===== config.mk =====
export PLATFORM = sky130hd
export DESIGN_NAME = cmd_queue
export DESIGN_NICKNAME = d
export VERILOG_FILES = /design/src/rtl/maze_pkg.sv /design/src/rtl/cmd_fifo.sv /design/src/rtl/cmd_queue.sv
export SDC_FILE = /design/constraint.sdc
export NUM_CORES = 1
export LEC_CHECK = 0
export ABC_AREA = 1
export CORE_MARGIN = 2
export CORE_UTILIZATION = 49
export DETAILED_ROUTE_END_ITERATION = 7
export GPL_TIMING_DRIVEN = 0
export PLACE_DENSITY = 0.8
export SETUP_SLACK_MARGIN = 0.5
export SLEW_MARGIN = 20
export SYNTH_ARGS = -nofsm -noshare
export SYNTH_HDL_FRONTEND = slang
export SYNTH_HIERARCHICAL = 1
export SYNTH_SLANG_ARGS = --single-unit

===== constraint.sdc =====
create_clock -name clk -period 2.45 [get_ports clk]
set_clock_uncertainty 0.1 [all_clocks]
set_input_delay 0.735 -clock clk [delete_from_list [all_inputs] [get_ports clk]]
set_output_delay 0.735 -clock clk [all_outputs]
set_load 0.01 [all_outputs]

===== src/rtl/maze_pkg.sv =====
// Shared types and constants for the maze command path.
// Holds the command-queue FSM state type, the default response bytes and
// the command opcode encodings used by the benches.
package maze_pkg;

    typedef enum logic [2:0] {
        IDLE,
        ISSUE,
        BUSY,
        RESP,
        TXW
    } state_t;

    localparam logic [7:0] ACK_BYTE_DEFAULT = 8'hA5;
    localparam logic [7:0] ERR_BYTE_DEFAULT = 8'hEE;

    localparam logic [2:0] CAL   = 3'b000;
    localparam logic [2:0] HDNG  = 3'b001;
    localparam logic [2:0] MOVE  = 3'b010;
    localparam logic [2:0] SOLVE = 3'b011;

endpackage


===== src/rtl/cmd_fifo.sv =====
// DEPTH x 16 synchronous FIFO with push, pop and synchronous flush.
// Read data is the current head (combinational read of the storage array).
// Push and pop in the same cycle are both honoured; callers qualify them.
module cmd_fifo #(
    parameter int unsigned DEPTH = 4
) (
    input  logic                     clk,
    input  logic                     rst_n,
    input  logic                     i_push,
    input  logic [15:0]              i_wdata,
    input  logic                     i_pop,
    input  logic                     i_flush,
    output logic [15:0]              o_rdata,
    output logic                     o_full,
    output logic                     o_empty,
    output logic [$clog2(DEPTH):0]   o_count
);

    localparam int unsigned AW = $clog2(DEPTH);
    localparam int unsigned CW = AW + 1;

    logic [15:0]   r_mem [DEPTH];
    logic [AW-1:0] r_wr_ptr;
    logic [AW-1:0] r_rd_ptr;
    logic [CW-1:0] r_count;

    // Pointer and occupancy tracking; pointers wrap naturally at DEPTH.
    always_ff @(posedge clk or negedge rst_n) begin
        if (!rst_n) begin
            r_wr_ptr <= '0;
            r_rd_ptr <= '0;
            r_count  <= '0;
        end else if (i_flush) begin
            r_wr_ptr <= '0;
            r_rd_ptr <= '0;
            r_count  <= '0;
        end else begin
            if (i_push) r_wr_ptr <= r_wr_ptr + AW'(1);
            if (i_pop)  r_rd_ptr <= r_rd_ptr + AW'(1);
            case ({i_push, i_pop})
                2'b10:   r_count <= r_count + CW'(1);
                2'b01:   r_count <= r_count - CW'(1);
                default: r_count <= r_count;
            endcase
        end
    end

    // Storage write; a push coinciding with flush is discarded.
    always_ff @(posedge clk) begin
        if (i_push && !i_flush) r_mem[r_wr_ptr] <= i_wdata;
    end

    assign o_rdata = r_mem[r_rd_ptr];
    assign o_full  = (r_count == CW'(DEPTH));
    assign o_empty = (r_count == '0);
    assign o_count = r_count;

endmodule


===== src/rtl/cmd_queue.sv =====
// Command queue between UART_Wrapper and cmd_proc.
// Buffers incoming command words, issues them one at a time, holds the
// issued word until completion and sends ACK_BYTE when each command ends.
// Optional macro CMD_QUEUE_ERR_RESP_EN: dropped words also trigger one
// merged ERR_BYTE transmission whenever the transmitter is free.
module cmd_queue
    import maze_pkg::*;
#(
    parameter int unsigned DEPTH    = 4,
    parameter logic [7:0]  ACK_BYTE = ACK_BYTE_DEFAULT
`ifdef CMD_QUEUE_ERR_RESP_EN
    ,
    parameter logic [7:0]  ERR_BYTE = ERR_BYTE_DEFAULT
`endif
) (
    input  logic                   clk,
    input  logic                   rst_n,
    input  logic [15:0]            in_cmd,
    input  logic                   in_rdy,
    output logic                   clr_in_rdy,
    output logic [15:0]            cmd,
    output logic                   cmd_rdy,
    input  logic                   clr_cmd_rdy,
    input  logic                   send_resp,
    output logic [7:0]             resp,
    output logic                   trmt,
    input  logic                   tx_done,
    input  logic                   flush,
    output logic [$clog2(DEPTH):0] q_cnt,
    output logic                   ovfl
);

    state_t r_state;
    state_t w_next;

    logic [15:0] r_cmd;
    logic [7:0]  r_resp;
    logic        r_trmt;
    logic        r_tx_busy;
    logic        r_ovfl;

    logic        w_pop;
    logic        w_push;
    logic        w_drop;
    logic        w_ack_go;
    logic        w_err_go;
    logic        w_full;
    logic        w_empty;
    logic [15:0] w_head;

    cmd_fifo #(
        .DEPTH(DEPTH)
    ) u_fifo (
        .clk     (clk),
        .rst_n   (rst_n),
        .i_push  (w_push),
        .i_wdata (in_cmd),
        .i_pop   (w_pop),
        .i_flush (flush),
        .o_rdata (w_head),
        .o_full  (w_full),
        .o_empty (w_empty),
        .o_count (q_cnt)
    );

    // State register.
    always_ff @(posedge clk or negedge rst_n) begin
        if (!rst_n) r_state <= IDLE;
        else        r_state <= w_next;
    end

    // Next-state: issue, await acceptance, await completion, send ACK, await tx.
    always_comb begin
        w_next = r_state;
        case (r_state)
            IDLE:    if (w_pop) w_next = ISSUE;
            ISSUE:   if (clr_cmd_rdy) w_next = send_resp ? RESP : BUSY;
            BUSY:    if (send_resp) w_next = RESP;
            RESP:    if (w_ack_go) w_next = TXW;
            TXW:     if (tx_done) w_next = IDLE;
            default: w_next = IDLE;
        endcase
    end

    // Per-cycle control strobes for the FIFO and the transmitter.
    always_comb begin
        w_pop    = 1'b0;
        w_push   = 1'b0;
        w_drop   = 1'b0;
        w_ack_go = 1'b0;
        // Flush suppresses the pop so a flushed word is never issued.
        w_pop    = (r_state == IDLE) && !w_empty && !flush;
        // A full FIFO still accepts a word when the head leaves this cycle.
        w_push   = in_rdy && !flush && (!w_full || w_pop);
        w_drop   = in_rdy && !flush && w_full && !w_pop;
        w_ack_go = (r_state == RESP) && !r_tx_busy;
    end

`ifdef CMD_QUEUE_ERR_RESP_EN
    logic r_err_pend;

    // Pending error byte; repeated drops merge until the byte is sent.
    always_ff @(posedge clk or negedge rst_n) begin
        if (!rst_n) r_err_pend <= 1'b0;
        else        r_err_pend <= w_drop || (r_err_pend && !w_err_go);
    end

    // ACK wins a tie; the error byte goes out once the transmitter frees.
    assign w_err_go = r_err_pend && !r_tx_busy && !w_ack_go;
`else
    assign w_err_go = 1'b0;
`endif

    // Issued command word; changes only when the head is popped.
    always_ff @(posedge clk or negedge rst_n) begin
        if (!rst_n)     r_cmd <= '0;
        else if (w_pop) r_cmd <= w_head;
    end

    // Transmit pulse, response byte and transmitter-busy tracking.
    always_ff @(posedge clk or negedge rst_n) begin
        if (!rst_n) begin
            r_trmt    <= 1'b0;
            r_resp    <= '0;
            r_tx_busy <= 1'b0;
        end else begin
            r_trmt <= w_ack_go || w_err_go;
            if (w_ack_go) r_resp <= ACK_BYTE;
`ifdef CMD_QUEUE_ERR_RESP_EN
            else if (w_err_go) r_resp <= ERR_BYTE;
`endif
            if (w_ack_go || w_err_go) r_tx_busy <= 1'b1;
            else if (tx_done)         r_tx_busy <= 1'b0;
        end
    end

    // Sticky overflow flag, cleared only by flush.
    always_ff @(posedge clk or negedge rst_n) begin
        if (!rst_n)      r_ovfl <= 1'b0;
        else if (flush)  r_ovfl <= 1'b0;
        else if (w_drop) r_ovfl <= 1'b1;
    end

    // Every presented word is consumed, stored or dropped, in its own cycle.
    assign clr_in_rdy = in_rdy;
    assign cmd        = r_cmd;
    assign cmd_rdy    = (r_state == ISSUE);
    assign resp       = r_resp;
    assign trmt       = r_trmt;
    assign ovfl       = r_ovfl;

endmodule

==> run summary <==
The floorplan step set the die width to 93.4 um. The worst setup path is launched from a flip-flop. The wire length of the first global-routing pass came out at about 14000 um. The clock network burns between 20% and 30% of the power. STA classifies the critical path endpoint as an output port. The count of TritonRoute iterations in the first routing pass came out at 4. The count of pins on the block boundary came out at 54. In the routed design, unresolved DRC markers number 0. The clock tree synthesis step divided the H-tree into 3 levels. The routed via count came out at 2798.

In this run, flip-flops and latches consume 43.5% of the power. The delay of the slowest cell on the worst path came out at 0.57 ns. The area share of the leading cell type in the synthesized netlist is 49.1%. The unique cell type count in the Yosys netlist is 27. Row generation in the floorplan step produced 32 rows. The number of buffers created by CTS came out at 9.

The fraction of layout cells with a size suffix above 1 came out at 21.8%. IR analysis of the VDD net gives a maximum drop of 0.000498 V. The initial detailed-routing violation count is 162. The clock transition time at the flip-flop clock pins of the worst setup and hold paths is 0.10 ns. The count of hold-fix buffers inserted at cts came out at 0. The path class of the tightest hold or removal check is input port to async pin. The filler cells instantiated in the layout total 589.

The signal on the critical path passes through clkdlybuf4s50_1. The worst pin sits at a relative slew slack of 52.1%. The total of endpoints with negative setup slack in the final report came out at 0. Counting flops with an async set or reset pin after synthesis yields a share of roughly a third. For this design the ratio of total power to cell area is a little over 900 nW/um^2. The number of pins exceeding their max-slew limit in the final report is 0. By area the synthesized netlist is led by sky130_fd_sc_hd__edfxtp_1 (49%), sky130_fd_sc_hd__dfrtp_1 (19%), sky130_fd_sc_hd__nand2_1 (7.6%), sky130_fd_sc_hd__nor2_1 (4.2%), sky130_fd_sc_hd__o21ai_0 (3.7%).

The count of maximum capacitance violations came out at 0. Counting flops with a built-in enable in the synthesized netlist gives 64. The layout net count is 455. Compared with the post-synthesis result, the final layout area differs by 30.1%. The share of the clock period used by the worst path after layout is between 90% and 100%. The cell family with the largest share of critical-path delay is buffers and inverters. The number of hold violations in the final report is 0. The vertical die dimension came out at 93.4 um. The number of antenna violations at the first check in global routing came out at 0. For the worst setup path, the data required time is approximately 1.6 ns.

The largest area contributor in the synthesized netlist is sky130_fd_sc_hd__edfxtp_1. The combinational share of power is around a third. The library cell contributing the largest single delay on the critical path is sky130_fd_sc_hd__clkdlybuf4s50_1. The HPWL reported at the end of detailed placement came out at between 5000 and 6000 um.

The maximum clock insertion buffer count is 2. The number of global-route vias before repair came to 2825. Each instance of the synthesized netlist takes up on average around 11 um^2. The critical-path maximum fanout came out at 6. The most frequent cell after synthesis is sky130_fd_sc_hd__nand2_1. The tree built by TritonCTS fans out to 94 sinks. The core box area came out at around 7700 um^2. The total placed cells including tap cells is 498. The synthesized netlist cell count is 344. In this run, synthesis produced a sequential element count of between 90 and 100. The internal power component came out at 3.20 mW. The run finished with clean final reports. The die footprint is around 8700 um^2. The most instantiated flip-flop cell in the synthesis netlist is sky130_fd_sc_hd__edfxtp_1. TritonCTS built the clock tree. The static leakage is 2.15 nW. Buffers placed on the I/O ports in this run total around 50. The number of antenna-violating nets in the routed design came out at 0. The time the final worst path needs with I/O delays and setup came out at 2.24 ns.

The overflow left after global routing is 0. Setup repair after global routing could not meet its margin everywhere. The later pin in the worst-skew pair is clocked with a latency of ~0.37 ns. The maximum number of pins on one net before global-route repair is 31. The total track usage is about a fifth. The antenna cell count came out at 0.

Data on the critical path arrives at its endpoint at between 1 and 1.5 ns. The setup path with the least slack is of type flip-flop to output port. The cell area after synthesis is 3920 um^2. The post-route cell area came out at roughly 5100 um^2.

The total routed wirelength came out at around 8700 um. The cell area reported after detailed placement came out at 4600 um^2. Together, buffers and inverters on the worst path number 1. The commonest cells after synthesis are sky130_fd_sc_hd__nand2_1 (79), sky130_fd_sc_hd__edfxtp_1 (64), sky130_fd_sc_hd__nor2_1 (44). The root buffer cell is sky130_fd_sc_hd__clkbuf_8. The analysis attributes to net switching a power of 1.54 mW. The number of standard cells in the layout, taps in and fillers out is 534. After detailed routing, the average wire length per cell comes to 16.3 um. The maximum clock frequency is 447 MHz. Yosys printed 6 warnings.

The worst hold margin came out at approximately 0.32 ns. For the pin with the worst max-slew slack, the measured transition is 0.719 ns. Routability-driven placement finished with a final weighted congestion of 0.802. The starting density of the core is 50.7%.

In the routed layout, each cell is associated on average with a via count of 5.24. Summing the sequential cell areas from Yosys gives 68.2% of the chip area. The proportion of total power due to net switching is 32.6%.
## power by group through the flow
| stage | Sequential [mW] | Clock (mW) | Combinational, mW |
|---|---|---|---|
| floorplan | 2.13 | 0 | 0.732 |
| global placement | 2.08 | 0 | 1.33 |
| detailed placement | 2.09 | 0 | 1.38 |
| CTS | 2.05 | 1.20 | 1.48 |
| global route | 2.09 | 1.26 | 1.65 |
| finish | 2.06 | 1.18 | 1.50 |
## routing by layer
layer | vias up | routed length [um] | share of wire [%] | track usage [%]
met5 | - | 0 | 0 | 0
met2 | 110 | 4370 | 50 | 36.9
met4 | 0 | 150 | 1.7 | 9.19
met1 | 1350 | 3600 | 41 | 26.4
met3 | 16 | 567 | 6.5 | 3.71
li1 | 1322 | - | - | -
## layout make-up
type	instances	area, um^2	area share (%)
Buffer	21	216	4.25
Clock buffer	9	124	2.43
Clock inverter	7	114	2.23
Inverter	24	93.8	1.84
Multi-Input combinational cell	208	1060	20.8
Sequential cell	94	2680	52.5
Tap cell	102	128	2.50
Timing Repair Buffer	69	681	13.4
## repair_timing
| action | CTS | global route |
|---|---|---|
| setup buffers | 19 | 1 |
| resized for setup | 72 | 10 |
| setup endpoints to repair | 98 | 75 |
| pin swaps | 11 | 5 |
## state kept, by name (all words and copies together), names as in the netlist
signal / count
trmt: 1
r_tx_busy: 1
u_fifo/r_wr_ptr: 2
ovfl: 1
u_fifo/o_count: 3
resp: 1
u_fifo/r_rd_ptr: 2
r_state: 3
cmd: 16
u_fifo/r_mem: 64
## placed cells by master, fill, tap and decap left out, drive strengths merged, types with 2 or more instances in the layout
cell	Yosys	routed
ha	4	4
dlygate4sd2	0	19
clkinv	1	3
clkdlybuf4s15	0	2
nand2	80	80
o22ai	16	16
edfxtp	64	64
inv	23	26
buf	21	49
nor2	44	44
a21oi	4	4
clkdlybuf4s50	0	20
o21ai	37	37
nand4	3	3
clkbuf	0	9
nor3	3	3
nand3	9	9
dfrtp	30	30
conb	1	4
bufinv	0	2
## logic make-up (layout without fill, tap and decap cells)
logic type               Yosys count  in the layout  share of synthesized area (%)
buffers and inverters             45            130                           7.38
AND/OR/NAND/NOR                  141            141                           14.4
AO/OA/AOI/OAI                     58             58                           8.08
other                              1              4                         0.0957
adder cells (fa/ha/maj)            5              5                           1.79
flip-flops                        94             94                           68.2
## stage by stage
| stage | power, mW | worst slack [ns] | utilization [%] | setup TNS [ns] |
|---|---|---|---|---|
| CTS | 4.73 | 0.196 | 65.6 | 0 |
| finish | 4.74 | 0.211 | 65.9 | 0 |
| global route | 5.01 | 0.160 | 65.9 | 0 |
| global placement | 3.41 | -0.704 | 59.6 | -47.07 |
| floorplan | 2.86 | 0.153 | - | 0 |
| detailed placement | 3.47 | -0.747 | 59.5 | -47.42 |
## final timing paths
kind,cells after the start,slack [ns],endpoint,startpoint
min reg2reg,2,0.38,cmd[14],cmd[14]
max reg2reg,14,0.27,u_fifo/o_count[2],r_state[2]
min in group clk,2,0.38,cmd[14],cmd[14]
max,1,0.21,q_cnt[0],u_fifo/o_count[0]
min,1,0.32,r_state[0],rst_n
max in group asynchronous,1,1.44,u_fifo/o_count[1],rst_n
Note: power is estimated with default switching activity, not from simulation.
